$ cat config.mk
export PLATFORM = sky130hd
export DESIGN_NAME = debug_unit
export DESIGN_NICKNAME = d
export VERILOG_FILES = /design/src/rtl/debug_pkg.sv /design/src/rtl/debug_unit_tx_serializer.sv /design/src/rtl/debug_unit.sv
export SDC_FILE = /design/constraint.sdc
export NUM_CORES = 1
export LEC_CHECK = 0
export CORE_MARGIN = 5
export CORE_UTILIZATION = 45
export CTS_CLUSTER_DIAMETER = 150
export CTS_CLUSTER_SIZE = 12
export DETAILED_ROUTE_END_ITERATION = 7
export GPL_TIMING_DRIVEN = 0
export PLACE_DENSITY = 0.68
export SLEW_MARGIN = 10
export SYNTH_ARGS = -nofsm -noshare
export SYNTH_HDL_FRONTEND = slang
export SYNTH_SLANG_ARGS = --single-unit
$ cat constraint.sdc
create_clock -name i_clk -period 4.2 [get_ports i_clk]
set_input_delay 1.26 -clock i_clk [delete_from_list [all_inputs] [get_ports i_clk]]
set_output_delay 1.26 -clock i_clk [all_outputs]
set_load 0.03 [all_outputs]
$ cat src/rtl/debug_pkg.sv
// Shared definitions for the debug unit.
//   state_t     : sequencing controller states
//   CMD_*       : host command bytes accepted while waiting for a command
//   HALT_WORD_DEFAULT : instruction that terminates program loading
//   SEND_BYTES  : bytes in one PC + cycle-count report
package debug_pkg;

  typedef enum logic [2:0] {
    ST_LOAD     = 3'd0,
    ST_WRITE    = 3'd1,
    ST_WAIT_CMD = 3'd2,
    ST_RUN      = 3'd3,
    ST_STEP     = 3'd4,
    ST_SEND     = 3'd5
  } state_t;

  localparam logic [7:0]  CMD_CONT          = 8'h43;  // 'C'
  localparam logic [7:0]  CMD_STEP          = 8'h53;  // 'S'
  localparam logic [7:0]  CMD_RESET         = 8'h52;  // 'R'
  localparam logic [31:0] HALT_WORD_DEFAULT = 32'hFFFF_FFFF;
  localparam int          SEND_BYTES        = 8;

endpackage

$ cat src/rtl/debug_unit_tx_serializer.sv
// tx_serializer: sends a 64-bit report as SEND_BYTES bytes, MSB first, over
// a start/done byte handshake.
//   i_clk, i_rst : clock, synchronous active-high reset
//   i_load       : one-cycle pulse, capture i_word and start byte 0
//   i_word       : report word
//   i_tx_done    : transmitter finished the current byte
//   o_tx_data    : byte being transmitted
//   o_tx_start   : one-cycle pulse, start transmitting o_tx_data
//   o_done       : one-cycle pulse after the last byte's i_tx_done
module tx_serializer
  import debug_pkg::*;
(
  input  logic                    i_clk,
  input  logic                    i_rst,
  input  logic                    i_load,
  input  logic [8*SEND_BYTES-1:0] i_word,
  input  logic                    i_tx_done,
  output logic [7:0]              o_tx_data,
  output logic                    o_tx_start,
  output logic                    o_done
);

  localparam int WORD_W = 8 * SEND_BYTES;
  localparam int CNT_W  = $clog2(SEND_BYTES);

  logic [WORD_W-1:0] shift_q, shift_d;
  logic [CNT_W-1:0]  left_q, left_d;  // bytes still to start after the current one
  logic              busy_q, busy_d;
  logic              tx_start_q, tx_start_d;
  logic [7:0]        tx_data_q, tx_data_d;
  logic              done_q, done_d;

  // NOTE: every signal gets a default before any branch, so no path leaves a
  // variable unassigned and no latch is inferred.
  always_comb begin
    shift_d    = shift_q;
    left_d     = left_q;
    busy_d     = busy_q;
    tx_start_d = 1'b0;
    tx_data_d  = tx_data_q;
    done_d     = 1'b0;
    if (i_load) begin
      tx_data_d  = i_word[WORD_W-1 -: 8];
      shift_d    = i_word << 8;
      tx_start_d = 1'b1;
      left_d     = CNT_W'(SEND_BYTES - 1);
      busy_d     = 1'b1;
    end else if (busy_q && i_tx_done) begin
      if (left_q == '0) begin
        busy_d = 1'b0;
        done_d = 1'b1;
      end else begin
        tx_data_d  = shift_q[WORD_W-1 -: 8];
        shift_d    = shift_q << 8;
        tx_start_d = 1'b1;
        left_d     = left_q - CNT_W'(1);
      end
    end
  end

  // NOTE: state is updated with non-blocking assignments so every flop samples
  // pre-edge values regardless of statement order.
  always_ff @(posedge i_clk) begin
    if (i_rst) begin
      shift_q    <= '0;
      left_q     <= '0;
      busy_q     <= 1'b0;
      tx_start_q <= 1'b0;
      tx_data_q  <= '0;
      done_q     <= 1'b0;
    end else begin
      shift_q    <= shift_d;
      left_q     <= left_d;
      busy_q     <= busy_d;
      tx_start_q <= tx_start_d;
      tx_data_q  <= tx_data_d;
      done_q     <= done_d;
    end
  end

  assign o_tx_data  = tx_data_q;
  assign o_tx_start = tx_start_q;
  assign o_done     = done_q;

endmodule

$ cat src/rtl/debug_unit.sv
// debug_unit: host-facing sequencing controller for the MIPS pipeline.
// Assembles instructions from received bytes, writes them to instruction
// memory while the pipeline is held in reset, runs or steps the pipeline on
// command and reports PC and executed-cycle count back as 8 bytes.
//   i_clk, i_rst        : clock, synchronous active-high reset
//   i_rx_data/i_rx_valid: received byte and its one-cycle strobe
//   i_tx_done           : transmitter finished the current byte
//   i_halt              : pipeline reached the halt instruction (level)
//   i_pc                : current pipeline PC
//   o_tx_data/o_tx_start: byte to send and its one-cycle start pulse
//   o_wea_mem_inst, o_addr_mem_inst, o_data_mem_inst : imem write port
//   o_mips_rst, o_mips_en : pipeline reset and clock enable
module debug_unit
  import debug_pkg::*;
#(
  parameter int             LEN       = 32,
  parameter int             NB_ADDR   = 10,
  parameter logic [LEN-1:0] HALT_WORD = HALT_WORD_DEFAULT
) (
  input  logic               i_clk,
  input  logic               i_rst,
  input  logic [7:0]         i_rx_data,
  input  logic               i_rx_valid,
  input  logic               i_tx_done,
  input  logic               i_halt,
  input  logic [LEN-1:0]     i_pc,
  output logic [7:0]         o_tx_data,
  output logic               o_tx_start,
  output logic               o_wea_mem_inst,
  output logic [NB_ADDR-1:0] o_addr_mem_inst,
  output logic [LEN-1:0]     o_data_mem_inst,
  output logic               o_mips_rst,
  output logic               o_mips_en
);

  localparam logic [NB_ADDR-1:0] ADDR_MAX = '1;

  state_t             state_q, state_d;
  logic [1:0]         byte_idx_q, byte_idx_d;
  logic [LEN-1:0]     word_q, word_d;
  logic [NB_ADDR-1:0] addr_q, addr_d;
  logic [31:0]        cycle_q, cycle_d;
  logic               load_q, load_d;      // first cycle of SEND: start report
  logic               wea_q, wea_d;
  logic               mips_rst_q, mips_rst_d;
  logic               mips_en;
  logic               ser_done;

  // Enable is decoded straight from state so the pipeline advances in the very
  // cycle the controller is in RUN/STEP.
  assign mips_en = (state_q == ST_RUN) || (state_q == ST_STEP);

  always_comb begin
    state_d    = state_q;
    byte_idx_d = byte_idx_q;
    word_d     = word_q;
    addr_d     = addr_q;
    cycle_d    = cycle_q;
    if (mips_en) cycle_d = cycle_q + 32'd1;

    unique case (state_q)
      ST_LOAD: begin
        if (i_rx_valid) begin
          word_d     = {word_q[LEN-9:0], i_rx_data};
          byte_idx_d = byte_idx_q + 2'd1;  // wraps back to 0 after byte 3
          if (byte_idx_q == 2'd3) state_d = ST_WRITE;
        end
      end
      ST_WRITE: begin
        // The address saturates at the last word; loading stops there.
        if (addr_q != ADDR_MAX) addr_d = addr_q + NB_ADDR'(1);
        if (word_q == HALT_WORD || addr_q == ADDR_MAX) state_d = ST_WAIT_CMD;
        else                                           state_d = ST_LOAD;
      end
      ST_WAIT_CMD: begin
        if (i_rx_valid) begin
          case (i_rx_data)
            CMD_CONT:  state_d = ST_RUN;
            CMD_STEP:  state_d = ST_STEP;
            CMD_RESET: begin
              state_d = ST_LOAD;
              addr_d  = '0;
              cycle_d = '0;
            end
            default: ;
          endcase
        end
      end
      ST_RUN: begin
        if (i_halt) state_d = ST_SEND;
      end
      ST_STEP: begin
        state_d = ST_SEND;
      end
      ST_SEND: begin
        if (ser_done) begin
          if (i_halt) begin
            state_d    = ST_LOAD;
            addr_d     = '0;
            cycle_d    = '0;
            byte_idx_d = '0;
          end else begin
            state_d = ST_WAIT_CMD;
          end
        end
      end
      default: state_d = ST_LOAD;
    endcase

    load_d     = (state_d == ST_SEND) && (state_q != ST_SEND);
    wea_d      = (state_d == ST_WRITE);
    mips_rst_d = (state_d == ST_LOAD) || (state_d == ST_WRITE);
  end

  always_ff @(posedge i_clk) begin
    if (i_rst) begin
      state_q    <= ST_LOAD;
      byte_idx_q <= '0;
      word_q     <= '0;
      addr_q     <= '0;
      cycle_q    <= '0;
      load_q     <= 1'b0;
      wea_q      <= 1'b0;
      mips_rst_q <= 1'b1;
    end else begin
      state_q    <= state_d;
      byte_idx_q <= byte_idx_d;
      word_q     <= word_d;
      addr_q     <= addr_d;
      cycle_q    <= cycle_d;
      load_q     <= load_d;
      wea_q      <= wea_d;
      mips_rst_q <= mips_rst_d;
    end
  end

  // PC and count are captured in the first SEND cycle, after the last enabled
  // cycle has been counted.
  tx_serializer u_tx_serializer (
    .i_clk      (i_clk),
    .i_rst      (i_rst),
    .i_load     (load_q),
    .i_word     ({i_pc, cycle_q}),
    .i_tx_done  (i_tx_done),
    .o_tx_data  (o_tx_data),
    .o_tx_start (o_tx_start),
    .o_done     (ser_done)
  );

  assign o_wea_mem_inst  = wea_q;
  assign o_addr_mem_inst = addr_q;
  assign o_data_mem_inst = word_q;
  assign o_mips_rst      = mips_rst_q;
  assign o_mips_en       = mips_en;

endmodule

==> impl_metrics.tcl, run 1 <==
set metrics [dict create \
    status "finished, final reports clean" \
    yosysMostFrequentCell "dfxtp_1" \
    drv_cap 0 \
    crit_chain "clkdlybuf4s50_1 > or4b_4 > or4_4 > a211oi_2 > a21o_1 > buf_2 > buf_2 > nor2_1" \
    setup_ws_ns 0.537 \
    drtPass1Iterations 5 \
    cp_data_arrival_time_ns 3.97 \
    wl_per_cell_microns 15.8 \
    drtIter0Drc 315 \
    cts_inserted_buffers 17 \
    synth_top_area_share_pct 46.5 \
    crit_path_end_kind "flip-flop" \
    die_w_microns 131 \
    grt_pass1_wl_mm 27.5 \
    initial_utilization_pct 45.4 \
    ys_top_cells_by_area "dfxtp_1 (46%), mux2i_1 (8.6%), a211oi_1 (6.5%)" \
    async_flop_share_pct 0 \
    maxSlewViolCount 0 \
    synth.cells.most_frequent "dfxtp_1 (152), nor2_1 (113), nand2_1 (89), a21oi_1 (64), a211oi_1 (57)" \
    ant_nets 0 \
    grt_max_degree 17 \
    ctsHoldBuffers 0 \
    hold_violations 0 \
    timing.fmax_mhz 273 \
    multi_input_area_sq_um 3250 \
    layout.core_utilization_pct 58.2 \
    place.port_buffers 98 \
    r2r_slack_ns 1.49 \
    antennaDiodeCount 0 \
    h-tree-depth 4 \
    route.detailed.drc 0 \
    track_usage_pct 20.1 \
    cts_tree "built" \
    path_class "in2reg" \
    vias 5797 \
    post_cts_buffers 0 \
    timing.final.crit_share_pct 87.2 \
    ios 99 \
    die_y_microns 131 \
    drt-total-wl_mm 16.9 \
    finClkSkew_ns 0.00646 \
    grt_pass1_vias 5654 \
    critPathLaunchType "input pin" \
    slew_headroom_pct 41.1 \
    cp_max_fo 10 \
    avgSynthCellArea_sq_um 8.62 \
    hold_path.class "reg2reg" \
    synth_warnings 0 \
    clkSlewWorstSetupHoldPaths_ns 0.06 \
    setup_viol 0 \
    critPathMaxStageDelay_ns 0.58 \
    cts_buffer_depth 2 \
    synth_edf_count 0 \
    overflow 0 \
    crit_path_frequent_cell "buf_2" \
    cts.sinks 152 \
    hold_slack_ns 0.473 \
    area.growth.synth_to_final_pct 28.2 \
    post_cts_resize_count 0 \
    nets 926 \
    fp.coreArea_sq_um 14400 \
    synth_seq_area_share_pct 46.5 \
    insertion_delay_ns 0.42 \
    synthCells 759 \
    ys_seq_elements 152 \
    synth-main-ff-cell "dfxtp_1" \
    finalCriticalPeriod_ns 3.66 \
    worst-slew-pin-transition_ns 0.877 \
    syn-cell-area_sq_um 6550 \
    fin_setup_tns_ns 0 \
    syn_nets 809 \
    gp_congestion 0.890 \
    num_rows 44 \
    vias_per_cell 5.41 \
    p_leak_nw 2.67 \
    antenna_found_initial 0 \
    peakVddDrop_mv 0.342 \
    die_area_sq_um 17100 \
    synth_largest_area_cell "dfxtp_1" \
    powerDensity_nw_per_um2 385 \
    nFillCells 1291 \
    layout-drive-gt1-share_pct 4.40 \
    post-place-ws_ns 0.118 \
    crit_slowest_cell "or4b_4" \
    rsz0062_at_grt "no" \
    seq_area_sq_um 3040 \
    yosysUniqueCellTypes 45 \
    clockRootBuffer "clkbuf_16" \
    cp.required_ns 4.50 \
    dp_hpwl_mm 12.7 \
]
-- where the power goes --
group | internal, mW | switching, mW
clock network | 1.07 | 0.556
logic | 0.0663 | 0.0792
registers | 1.45 | 0.0108
-- path summary, 6_finish.rpt --
kind / from / cells past startpoint / end
setup / recovery: i_rx_data[2] / 8 / cycle_q[30]
hold / removal: o_data_mem_inst[28] / 2 / o_data_mem_inst[28]
setup reg to reg: state_q[1] / 7 / cycle_q[30]
hold reg to reg: o_data_mem_inst[28] / 2 / o_data_mem_inst[28]
-- kinds of logic after synthesis --
| group | count (synthesis) | share of synthesized area [%] |
|---|---|---|
| xor+xnor | 29 | 3.88 |
| flops | 152 | 46.5 |
| buf+inv | 65 | 3.82 |
| compound gates | 150 | 14.4 |
| simple gates | 302 | 21.9 |
| mux | 56 | 8.56 |
| fa+ha+maj | 5 | 0.956 |
-- registers in the layout (all words and copies together) (netlist names), 2 cells and up --
name and flops:
cycle_q 32, o_addr_mem_inst 10, o_data_mem_inst 32, u_tx_serializer.shift_q 56, state_q 3, u_tx_serializer.left_q 3
byte_idx_q 2, u_tx_serializer.o_tx_data 8
-- per-stage QoR --
step	power, mW	std cells	instance area [sq um]
after global placement	1.64	1041	7760
after global routing	3.34	1071	8390
after floorplan	1.56	759	6550
after detailed placement	1.64	1041	7760
after CTS	3.26	1071	8390
final	3.23	1071	8390
-- routing by layer --
layer	global-route usage, %	share of wire (%)	up-vias	routed length, microns
li1	-	-	2919	-
met1	26.1	46	2726	7850
met2	33.9	48	132	8080
met3	3.74	4.5	20	754
met4	6.47	1.5	0	248
met5	0	0	-	0
-- placed cells by master, fill, tap and decap left out, types with 5 or more instances in the layout --
cell type / Yosys / layout
nor4_1: 13 / 13
or3_1: 8 / 8
clkbuf_8: 0 / 5
inv_1: 13 / 13
mux2i_1: 56 / 56
xnor2_1: 27 / 27
o21ai_0: 12 / 12
clkdlybuf4s50_1: 0 / 98
nor3b_1: 9 / 9
and3_1: 5 / 5
a21oi_1: 64 / 64
dfxtp_1: 152 / 152
a211oi_1: 57 / 57
clkbuf_1: 42 / 43
nand3b_1: 5 / 5
nand4_1: 13 / 13
ha_1: 5 / 5
clkbuf_16: 0 / 17
nand3_1: 15 / 15
nor3_1: 6 / 6
nand2_1: 89 / 89
buf_2: 5 / 5
nor2_1: 113 / 113
-- critical path: cells and delay by family --
| family | cells | cell delay (ns) |
|---|---|---|
| buffers and inverters | 3 | 0.95 |
| AOI/OAI and AO/OA | 2 | 0.57 |
| and+or+nand+nor | 3 | 1.17 |
-- cell type report --
| class | instances | area share, % |
|---|---|---|
| Buffer | 51 | 2.36 |
| Clock buffer | 23 | 5.93 |
| Clock inverter | 7 | 1.65 |
| Inverter | 14 | 0.626 |
| Multi-Input combinational cell | 542 | 38.7 |
| Sequential cell | 152 | 36.3 |
| Tap cell | 184 | 2.74 |
| Timing Repair Buffer | 98 | 11.7 |
(Power assumes the default switching activity.)
==> run 2: changes to the inputs <==
- CTS_CLUSTER_DIAMETER: 150 -> unset
- GPL_ROUTABILITY_DRIVEN: unset -> 0
==> results of run 2 <==
Final layout, timing and power as in run 1 (identical DEF).
==> run 3: changes to the inputs <==
- CAP_MARGIN: unset -> 5
==> results of run 3 <==
Final layout, timing and power as in run 1 (identical DEF).
